`src/rtl/svnet_pkg.sv`:
```
// Shared definitions for the svnet FIFO width-down serializer.
package svnet_pkg;

    // Serializer control state: waiting for a wide word, or emitting its lanes.
    typedef enum logic [0:0] {
        IDLE  = 1'b0,
        SHIFT = 1'b1
    } state_e;

endpackage : svnet_pkg

```
`src/rtl/svnet_fifo_serializer.sv`:
```
// Width-down converter: pops one wide word from an upstream FIFO read port and
// pushes its RATIO lanes one per cycle into a downstream FIFO write port.
// The last-lane push and the next pop share an edge, so back-to-back wide
// words stream out without a bubble.
module svnet_fifo_serializer
    import svnet_pkg::*;
#(
    parameter int WIDTH     = 8,
    parameter int RATIO     = 4,
    parameter int IN_DEPTH  = 2,
    parameter int OUT_DEPTH = 2,
    parameter int MSB_FIRST = 0
) (
    input  logic                           clk,
    input  logic                           rst_n,
    input  logic [$clog2(IN_DEPTH):0]      in_used_space,
    input  logic [WIDTH*RATIO-1:0]         in_read_data,
    output logic                           in_read,
    input  logic [$clog2(OUT_DEPTH):0]     out_free_space,
    output logic                           out_write,
    output logic [WIDTH-1:0]               out_write_data,
    output logic                           busy
);

    localparam int WIDE = WIDTH * RATIO;
    localparam int LW   = $clog2(RATIO);
    localparam int IUW  = $clog2(IN_DEPTH) + 1;
    localparam int OFW  = $clog2(OUT_DEPTH) + 1;

    localparam logic [LW-1:0] LANE_ZERO = LW'(0);
    localparam logic [LW-1:0] LANE_ONE  = LW'(1);
    localparam logic [LW-1:0] LANE_LAST = LW'(RATIO - 1);

    state_e            state_q;
    state_e            state_d;
    logic [WIDE-1:0]   hold_q;
    logic [WIDE-1:0]   hold_d;
    logic [LW-1:0]     lane_q;
    logic [LW-1:0]     lane_d;
    logic [LW-1:0]     lane_idx;
    logic              in_avail;
    logic              out_room;
    logic              last_lane;

    // Space inputs are only ever tested against zero.
    assign in_avail  = (in_used_space != {IUW{1'b0}});
    assign out_room  = (out_free_space != {OFW{1'b0}});
    assign last_lane = (lane_q == LANE_LAST);
    assign busy      = (state_q == SHIFT);

    // Handshake strobes: pop when idle with data, or when the last lane leaves and more data waits.
    always_comb begin
        in_read   = 1'b0;
        out_write = 1'b0;
        case (state_q)
            IDLE: begin
                in_read   = in_avail;
                out_write = 1'b0;
            end
            SHIFT: begin
                out_write = out_room;
                in_read   = out_room & last_lane & in_avail;
            end
            default: begin
                in_read   = 1'b0;
                out_write = 1'b0;
            end
        endcase
    end

    // Lane selection; MSB_FIRST reverses the emission order of the lanes.
    always_comb begin
        lane_idx = lane_q;
        if (MSB_FIRST != 0) begin
            lane_idx = LANE_LAST - lane_q;
        end else begin
            lane_idx = lane_q;
        end
        out_write_data = hold_q[lane_idx*WIDTH +: WIDTH];
    end

    // Next-state logic for the holding register, lane counter and control state.
    always_comb begin
        state_d = state_q;
        hold_d  = hold_q;
        lane_d  = lane_q;
        case (state_q)
            IDLE: begin
                if (in_avail) begin
                    hold_d  = in_read_data;
                    lane_d  = LANE_ZERO;
                    state_d = SHIFT;
                end else begin
                    state_d = IDLE;
                end
            end
            SHIFT: begin
                if (!out_room) begin
                    // Downstream full: everything holds so the presented lane is stable.
                    state_d = SHIFT;
                end else if (!last_lane) begin
                    lane_d = lane_q + LANE_ONE;
                end else if (in_avail) begin
                    // Last lane leaves on the same edge the next word is popped.
                    hold_d  = in_read_data;
                    lane_d  = LANE_ZERO;
                    state_d = SHIFT;
                end else begin
                    lane_d  = LANE_ZERO;
                    state_d = IDLE;
                end
            end
            default: begin
                state_d = IDLE;
                hold_d  = {WIDE{1'b0}};
                lane_d  = LANE_ZERO;
            end
        endcase
    end

    // State registers; reset discards any partially emitted word.
    always_ff @(posedge clk or negedge rst_n) begin
        if (!rst_n) begin
            state_q <= IDLE;
            hold_q  <= {WIDE{1'b0}};
            lane_q  <= LANE_ZERO;
        end else begin
            state_q <= state_d;
            hold_q  <= hold_d;
            lane_q  <= lane_d;
        end
    end

    // Never pop an empty upstream FIFO.
    a_no_read_when_empty: assert property (@(posedge clk) disable iff (!rst_n)
        in_read |-> in_avail);

    // Never push into a full downstream FIFO.
    a_no_write_when_full: assert property (@(posedge clk) disable iff (!rst_n)
        out_write |-> out_room);

endmodule : svnet_fifo_serializer

```
`config.mk`:
```
export PLATFORM = sky130hd
export DESIGN_NAME = svnet_fifo_serializer
export DESIGN_NICKNAME = d
export VERILOG_FILES = /design/src/rtl/svnet_pkg.sv /design/src/rtl/svnet_fifo_serializer.sv
export SDC_FILE = /design/constraint.sdc
export NUM_CORES = 1
export LEC_CHECK = 0
export BUFFER_PORTS_ARGS = -buffer_cell sky130_fd_sc_hd__buf_2
export CAP_MARGIN = 25
export CORE_AREA = 2 2 78 80
export DETAILED_ROUTE_END_ITERATION = 10
export DIE_AREA = 0 0 80 82
export PLACE_DENSITY = 0.61
export SYNTH_ARGS = -nofsm -noshare
export SYNTH_HDL_FRONTEND = slang
export SYNTH_SLANG_ARGS = --single-unit
```
`constraint.sdc`:
```
create_clock -name clk -period 1.5 [get_ports clk]
set_input_delay 0.15 -clock clk [delete_from_list [all_inputs] [get_ports clk]]
set_output_delay 0.15 -clock clk [all_outputs]
set_load 0.05 [all_outputs]
```
==> results.ini <==
[outcome]
outcome = finished with violations
violations = negative setup slack

[power]
peakVddDrop_v = 0.00109
pwr-share-seq_pct = 27.6
p_int_w = 0.00386
sw_frac_of_total_pct = 36.6
p_leak_nw = 1.11
power.density_nw_per_um2 = 2520
finalPower_w = 0.00609
pwr-share-clk_pct = 12.0
power_frac_comb_pct = 60.4
p_sw_w = 0.00223

[layout]
drive_above_1_share_pct = 71.3
diodes = 0
final_nets = 203
syn_to_final_growth_pct = 43.5

[clocking]
clkTransAtPathRegs_ns = 0.06
cts_tree = yes
clockBufferDepth = 2
ctsRootBufferMaster = clkbuf_8
cts_buffers = 5
cts_sinks = 35
cts-htree-levels = 2
clock_latency_ns = 0.28

[routing]
drtPass1Iterations = 6
wl_per_cell_um = 14.7
antenna_left = 0
via_per_inst = 4.39
route.detailed.drc = 0
num_vias = 1049
routed_wl_um = 3510
drtIter0Drc = 30

[timing]
worstMarginPinSlew_ns = 0.476
period_share_pct = 113
final.min_clock_period_ns = 1.69
final.setup.worst_slack_ns = -0.191
slew_violations = 0
finalClockSkew_ns = 0.00443
rsz0062_at_grt = yes
finalSetupViolations = 41
clock.fmax_mhz = 591
finalSetupTns_ns = -5.59
slew_headroom_pct = 68.0
final_hold_viol_count = 0

[synth]
yosys_warnings = 0
avgSynthCellArea_um2 = 17.5
synth_area_um2 = 1680
synth_seq_cells = 35
synthCells = 96
seq_area_frac_synth_pct = 52.1
ys_dominant_reg_cell = dfrtp_1
yosysUniqueCellTypes = 17
postSynth.asyncResetShare_pct = 100
syn_nets = 136
synth_edf_count = 0

[global_routing]
grt_pass1_wl_um = 5580
grt_use_total_pct = 11.5
antenna_found_initial = 0
grt_pass1_vias = 1143
grt_max_degree = 29
gr-total-overflow = 0

[floorplanning]
die_w_um = 80
initial_utilization_pct = 29.3
dieArea_um2 = 6560
ioPinCount = 49
core_area_um2 = 5750
rows = 28
fp.dieH_um = 82

[worst_setup_path]
startpoint_type = register
crit_type = reg2out
endpoint = out_write_data[4]
r2r-start = lane_idx[0]
critPathMaxFanout = 7
worst_ep_required_time_ns = 1.35
timing.rr.end = hold_q[12]
critical_path_arrival_ns = 1.54
cp-startpoint = lane_idx[0]
endpoint_kind = output port
rrSetupSlack_ns = -0.15
worstRegToRegCells = 7

[placement]
portBuffers = 48
hpwl_um = 2320
gp_congestion = 0.711

[hold_path]
hp-class = in2reg
whs_path_depth = 2

[job]
maxCapViolCount = 0

==> placed cells by master (no fill, tap or decap), drive strengths merged <==
| cell | netlist | layout |
|---|---|---|
| buf | 4 | 63 |
| dfrtp | 35 | 35 |
| mux2 | 32 | 32 |
| clkbuf | 1 | 9 |
| mux4 | 8 | 8 |
| o21ai | 4 | 4 |
| nand2 | 2 | 2 |
| inv | 2 | 2 |
| o211ai | 2 | 2 |
| a21oi | 2 | 2 |
| ha | 2 | 2 |
| nor2 | 1 | 1 |
| o31ai | 1 | 1 |
| dlygate4sd3 | 0 | 1 |
==> through the flow <==
stage,hold WS (ns),instance area [µm²],utilization (%),setup slack [ns],cells
after floorplan,-0.146,1690,-,0.0451,96
after global placement,-0.00162,2060,35.8,0.00893,221
after detailed placement,0.00139,2060,35.8,-0.0202,221
after CTS,0.0833,2410,41.9,-0.210,239
after global routing,0.0877,2410,42.0,-0.264,239
final,0.0915,2410,42.0,-0.191,239
==> power by group through the flow <==
stage | combinational (W) | clock (W) | sequential, W
floorplan | 0.00241 | 0 | 0.00162
global placement | 0.00292 | 0 | 0.00168
detailed placement | 0.00294 | 0 | 0.00169
CTS | 0.00371 | 0.000762 | 0.00168
global route | 0.00386 | 0.000794 | 0.00175
finish | 0.00368 | 0.000730 | 0.00168
==> layout make-up <==
| type | count | area [µm²] |
|---|---|---|
| well taps | 75 | 93.8 |
| repair buffers | 65 | 551 |
| fillers | 540 | 3330 |
| inverters | 2 | 7.51 |
| flip-flops and latches | 35 | 877 |
| multi-input cells | 54 | 783 |
| clock buffers | 8 | 100 |
==> how the worst min path moves through the flow <==
stage                     startpoint         end  slack (ns)
floorplan                      rst_n        busy       -0.15
global placement               rst_n   hold_q[5]      -0.002
detailed placement             rst_n   hold_q[5]       0.001
CTS                 in_read_data[12]  hold_q[12]        0.08
global route         in_read_data[0]   hold_q[0]        0.09
finish              in_read_data[12]  hold_q[12]        0.09
==> registers in the layout, indices dropped and copies added, names as in the netlist <==
name and count:
busy 1, hold_q 32, lane_idx 2
==> metal layers <==
layer | vias to the layer above | track usage [%] | wire (µm)
li1 | 488 | - | -
met1 | 517 | 14.7 | 1580
met2 | 37 | 18.7 | 1700
met3 | 7 | 2.75 | 166
met4 | 0 | 4.75 | 56
met5 | - | 0 | 0
==> kinds of logic (layout without fill, tap and decap cells) <==
group           after synthesis  count (layout)  synth area share, %
mux                          40              40                 38.8
buf+inv                       7              75                 2.98
compound gates                9               9                 3.79
simple gates                  3               3                0.819
flops                        35              35                 52.1
fa+ha+maj                     2               2                 1.49
==> cell usage after synthesis, drive strengths merged (2+ instances only) <==
master | count | area share [%]
dfrtp | 35 | 52
mux2 | 32 | 28
mux4 | 8 | 11
buf | 4 | 2.3
o21ai | 4 | 1.2
a21oi | 2 | 1.3
ha | 2 | 1.5
inv | 2 | 0.45
nand2 | 2 | 0.45
o211ai | 2 | 0.89
==> critical path, cell delays in order, from the launching register on <==
cell,delay [ns]
dfrtp_1,0.39
buf_6,0.18
mux4_2,0.52
buf_6,0.17
==> what timing repair did <==
action	in CTS	in global routing
endpoints found under the hold margin	7	0
gates resized for setup	31	1
setup buffers	7	0
hold buffers	1	0
gates cloned	2	0
setup endpoints to repair	39	42
pin swaps	2	0
No activity file was read; power rests on OpenSTA's default activity.
